<file path="src/rtl/radix4_butterfly.sv">
// Radix-4 DIF butterfly: gathers a,b,c,d from a serial stream and emits the 4-point DFT X0..X3 serially.
// Latency: X0 is registered one edge after leg d is accepted; X0..X3 follow on four consecutive edges.
// No backpressure: the input is never stalled, and a group completing during X3 leads straight into its X0.
module radix4_butterfly #(
    parameter int DW    = 11,
    parameter int SHIFT = 2
) (
    input  logic            clk,
    input  logic            rst,
    input  logic            in_valid,
    input  logic            in_sync,
    input  logic [2*DW-1:0] in_data,
    output logic            out_valid,
    output logic [2*DW-1:0] out_data,
    output logic [1:0]      out_idx
);

    // Sums need two extra bits so that four full-scale legs cannot wrap before scaling.
    localparam int SW = DW + 2;
    typedef logic signed [SW-1:0] sw_t;

    logic [1:0]      leg_cnt;
    logic [2*DW-1:0] hold_a;
    logic [2*DW-1:0] hold_b;
    logic [2*DW-1:0] hold_c;
    logic [2*DW-1:0] bank [4];
    logic [2*DW-1:0] res  [4];
    logic            out_act;
    logic [1:0]      out_cnt;
    logic            grp_done;

    sw_t ar, ai, br, bi, cr, ci, dr, di;
    sw_t x0r, x0i, x1r, x1i, x2r, x2i, x3r, x3i;

    function automatic sw_t re_of(input logic [2*DW-1:0] w);
        return sw_t'(signed'(w[2*DW-1:DW]));
    endfunction

    function automatic sw_t im_of(input logic [2*DW-1:0] w);
        return sw_t'(signed'(w[DW-1:0]));
    endfunction

    // Arithmetic shift rounds toward minus infinity; the low DW bits are kept.
    function automatic logic [DW-1:0] scale(input sw_t s);
        sw_t t;
        t = s >>> SHIFT;
        return t[DW-1:0];
    endfunction

    // A sync-tagged sample always restarts the group, so it can never complete one.
    assign grp_done = in_valid && !in_sync && (leg_cnt == 2'd3);

    // Four-point DFT of the held legs and the incoming leg d.
    always_comb begin
        ar  = re_of(hold_a);
        ai  = im_of(hold_a);
        br  = re_of(hold_b);
        bi  = im_of(hold_b);
        cr  = re_of(hold_c);
        ci  = im_of(hold_c);
        dr  = re_of(in_data);
        di  = im_of(in_data);
        x0r = ar + br + cr + dr;
        x0i = ai + bi + ci + di;
        x1r = ar + bi - cr - di;
        x1i = ai - br - ci + dr;
        x2r = ar - br + cr - dr;
        x2i = ai - bi + ci - di;
        x3r = ar - bi - cr + di;
        x3i = ai + br - ci - dr;
        res[0] = {scale(x0r), scale(x0i)};
        res[1] = {scale(x1r), scale(x1i)};
        res[2] = {scale(x2r), scale(x2i)};
        res[3] = {scale(x3r), scale(x3i)};
    end

    // Leg counter and holding registers; a sync sample becomes leg a and drops any partial group.
    always_ff @(posedge clk or negedge rst) begin
        if (!rst) begin
            leg_cnt <= 2'd0;
            hold_a  <= '0;
            hold_b  <= '0;
            hold_c  <= '0;
        end else if (in_valid) begin
            if (in_sync) begin
                hold_a  <= in_data;
                leg_cnt <= 2'd1;
            end else begin
                case (leg_cnt)
                    2'd0:    hold_a <= in_data;
                    2'd1:    hold_b <= in_data;
                    2'd2:    hold_c <= in_data;
                    default: ;
                endcase
                leg_cnt <= leg_cnt + 2'd1;
            end
        end
    end

    // Result bank, written on the edge that accepts leg d.
    always_ff @(posedge clk or negedge rst) begin
        if (!rst) begin
            for (int i = 0; i < 4; i++) bank[i] <= '0;
        end else if (grp_done) begin
            for (int i = 0; i < 4; i++) bank[i] <= res[i];
        end
    end

    // Output sequencer; a new group completing on the X3 edge restarts at X0 with no bubble,
    // and the X3 read on that edge still sees the previous bank contents.
    always_ff @(posedge clk or negedge rst) begin
        if (!rst) begin
            out_valid <= 1'b0;
            out_data  <= '0;
            out_idx   <= 2'd0;
            out_act   <= 1'b0;
            out_cnt   <= 2'd0;
        end else begin
            if (out_act) begin
                out_valid <= 1'b1;
                out_data  <= bank[out_cnt];
                out_idx   <= out_cnt;
                out_cnt   <= out_cnt + 2'd1;
                if (out_cnt == 2'd3) out_act <= 1'b0;
            end else begin
                out_valid <= 1'b0;
            end
            if (grp_done) begin
                out_act <= 1'b1;
                out_cnt <= 2'd0;
            end
        end
    end

endmodule

</file>
<file path="config.mk">
export PLATFORM = sky130hd
export DESIGN_NAME = radix4_butterfly
export DESIGN_NICKNAME = d
export VERILOG_FILES = /design/src/rtl/radix4_butterfly.sv
export SDC_FILE = /design/constraint.sdc
export NUM_CORES = 1
export LEC_CHECK = 0
export CAP_MARGIN = 10
export CELL_PAD_IN_SITES_DETAIL_PLACEMENT = 1
export CELL_PAD_IN_SITES_GLOBAL_PLACEMENT = 1
export CORE_MARGIN = 10
export CORE_UTILIZATION = 56
export DETAILED_ROUTE_END_ITERATION = 7
export DONT_BUFFER_PORTS = 1
export GPL_TIMING_DRIVEN = 0
export HOLD_SLACK_MARGIN = 0.02
export PLACE_DENSITY = 0.87
export SETUP_SLACK_MARGIN = 0.1
export SLEW_MARGIN = 15
export SYNTH_ARGS = -nofsm -noshare
export SYNTH_HDL_FRONTEND = slang
export SYNTH_SLANG_ARGS = --single-unit
export TNS_END_PERCENT = 100
</file>
<file path="constraint.sdc">
create_clock -name clk -period 6.6 [get_ports clk]
set_input_delay 1.65 -clock clk [delete_from_list [all_inputs] [get_ports clk]]
set_output_delay 1.65 -clock clk [all_outputs]
set_load 0.02 [all_outputs]
</file>
==> out/results.txt <==
Area grow syn2layout - 6.82%
Area of placed instances - 15,400 sq um
Pin count of the biggest net entering global routing - 185
CTS Hold Bufs - 0
Share of layout cells above drive strength 1 - 6.55%
Cts bufs inserted - 17
Setup_tns - 0 ps
H-tree Lvls - 4
I/O pins - 51
First-pass GRT wire length - 75.9 mm
Congestion Overflow GR - 0
Die W - 184 um
Fin nets - 1,785
Worst Tran Pin Value - 906 ps
Fillers - 2,847
Gates resized, CTS repair - 0
Antenna Violating Nets Remaining - 0
DR vias - 11,300
Hold Path Class - flip-flop to flip-flop
CTS sink count - 184
Post-route cell area - 16,000 sq um
CP required - 6900 ps
Fin cells - 1,834
Final worst slack - 1590 ps
Worst path arrival time - 5310 ps
Fmax - 200 MHz
Register area - 4600 sq um
Worst skew pair latency - 460 ps
Seq/Total Area, Yosys - 30.7%
Reg clk slew, reported paths - 90 ps
Warnings, synthesis - 0
Multi-input gate area - 9240 sq um
CP Cell Sequence - inv_1 -> fa_1 -> fa_1 -> inv_1 -> ha_1 -> a21oi_1 -> a21oi_1 -> o31ai_1 -> nand2b_1 -> a21oi_1 -> xor2_1 -> o21ai_0
Clock tree from TritonCTS - yes
Synth Register Bits - 184
Placer Congestion - 0.909
Root Buffer - clkbuf_16
HPWL after DPL - 38.4 mm
# rows - 59
Post-synth EDFFs - 0
Unrepaired setup endpoints after global routing - false
Vias in the first global route - 12,700
Worst reg2reg path depth - 12
Setup Crit Path Kind - input port to flip-flop
Wirelength, routed - 49.2 mm
CP peak stage delay - 770 ps
Core Area - 26,200 sq um
All-Layer GR Usage - 30.1%
Final Cycle Share - 75.9%
Slowest-stage cell, CP - o31ai_1
DRT Pass-1 Iters - 5
# Max-Cap Violations - 0
Number of cells produced by synthesis - 1,465
Die H - 184 um
CTS Buffer Depth - 2
Pre-CTS setup slack - 1260 ps
CP Depth - 12
Finish-stage setup viols - 0
Critical path's top delay family - compound AO/OA/AOI/OAI gates
DRC - 0
Outcome - finished, final reports clean
Buf+Inv Stages, Crit Path - 2
Final Hold Fails - 0
Mapped Nets - 1,766
Most common cell on crit path - a21oi_1
Max-slew violations - 0
Wire per inst - 26.8 um
Hold Path Stages - 0
Crit path time final - 5010 ps
DRT iter0 DRCs - 965
Skew final - 19.5 ps
Normalized max-slew margin - 39.2%
I/O Buffers - 0
Post-CTS Setup Bufs - 0
Mean post-synth cell area - 10.3 sq um
Initial Util - 57.3%
Die footprint - 33,800 sq um
CP Max Fanout - 5
Mapped cell area - 15,000 sq um
Placed Cells incl. Taps - 1,800
Synth unique cells - 52
Ys async rst share - 100%
Antenna violations before repair - 5
CP Launch Type - input port
Vias/cell - 6.16
CP endpoint kind - flip-flop
Synth Flop Type - dfrtp_1
==> placed cells by master (no fill, tap or decap), types with 22 or more instances in the layout <==
master	Yosys	layout
inv_1	272	272
a21o_1	22	22
nor3_1	23	23
xor2_1	31	31
dfrtp_1	184	184
xnor2_1	42	42
ha_1	97	97
o21ai_0	147	147
mux2_2	25	25
fa_1	178	178
a21oi_1	38	38
clkbuf_1	39	39
mux4_2	22	22
nand2_1	171	171
==> per-stage QoR <==
stage          util, %  hold slack (ps)
4_1_cts           61.2              379
6_report          61.2              379
2_1_floorplan        -              352
5_1_grt           61.2              411
3_3_place_gp      58.9              358
3_5_place_dp      58.9              357
==> synthesized netlist by cell type (3+ instances only) <==
library cell    n  area, sq um
or2_2           7         43.8
a221oi_1        3         26.3
or3_1           5         31.3
xnor2_1        42          368
and3_1          7         43.8
a221oi_2        3         45.0
dfrtp_1       184         4600
mux2i_1         3         30.0
nor3_1         23          115
a21o_1         22          165
mux4_2         22          495
xor2_1         31          272
nor2b_1         5         31.3
nor4_1          3         18.8
o21ai_0       147          736
fa_1          178         3560
ha_1           97         1210
a211oi_1        7         52.6
mux2_2         25          282
inv_1         272         1020
nor3b_1         3         22.5
o21a_1         14          105
a21oi_1        38          190
clkbuf_1       39          146
nand2b_1        9         56.3
o211a_1         3         30.0
nor2_1         19         71.3
nand3_1        13         65.1
nand2_1       171          642
o21bai_1        3         22.5
o31ai_1        20          150
a31oi_1        10         62.6
nand4b_1        3         26.3
and3b_1         3         26.3
o21ai_1         7         35.0
==> routing by layer <==
layer / global-route usage [%] / vias up / share of wire (%) / routed length (um)
li1: - / 4770 / - / -
met1: 37.3 / 5937 / 40 / 19600
met2: 49.2 / 455 / 48 / 23600
met3: 8.16 / 128 / 8.5 / 4160
met4: 12.3 / 4 / 3.8 / 1860
met5: 0 / - / 0.061 / 30
==> sequential cells by signal (all words and copies together) (netlist names) <==
name	count
hold_b	22
hold_a	22
out_data	22
out_act	1
out_idx	2
bank	88
out_cnt	2
hold_c	22
out_valid	1
leg_cnt	2
==> cell families after synthesis <==
family / share of synthesized area, %
buffers and inverters: 7.84
AO/OA/AOI/OAI: 11.7
AND/OR/NAND/NOR: 8.38
adder cells (fa/ha/maj): 31.8
flip-flops: 30.7
XOR/XNOR: 4.26
multiplexers: 5.37
==> cell type report <==
| class | instances | area share [%] |
|---|---|---|
| Multi-Input combinational cell | 968 | 57.6 |
| Buffer | 41 | 0.975 |
| Sequential cell | 184 | 28.7 |
| Clock buffer | 17 | 2.65 |
| Antenna cell | 2 | 0.0312 |
| Inverter | 272 | 6.36 |
| Clock inverter | 15 | 1.09 |
| Tap cell | 335 | 2.61 |
==> path summary, 6_finish.rpt <==
| path | endpoint | from | slack (ps) |
|---|---|---|---|
| worst max-delay path | bank[17] | in_data[2] | 1590 |
| min in group asynchronous | hold_b[0] | rst | 870 |
| worst min-delay path | out_valid | out_act | 380 |
| max in group asynchronous | bank[86] | rst | 5190 |
| worst max register to register | bank[86] | hold_a[12] | 2430 |
| worst min register to register | out_valid | out_act | 380 |
Power is not shown: default switching activity piles up to over one toggle a cycle in this logic, so the estimate is an artifact.
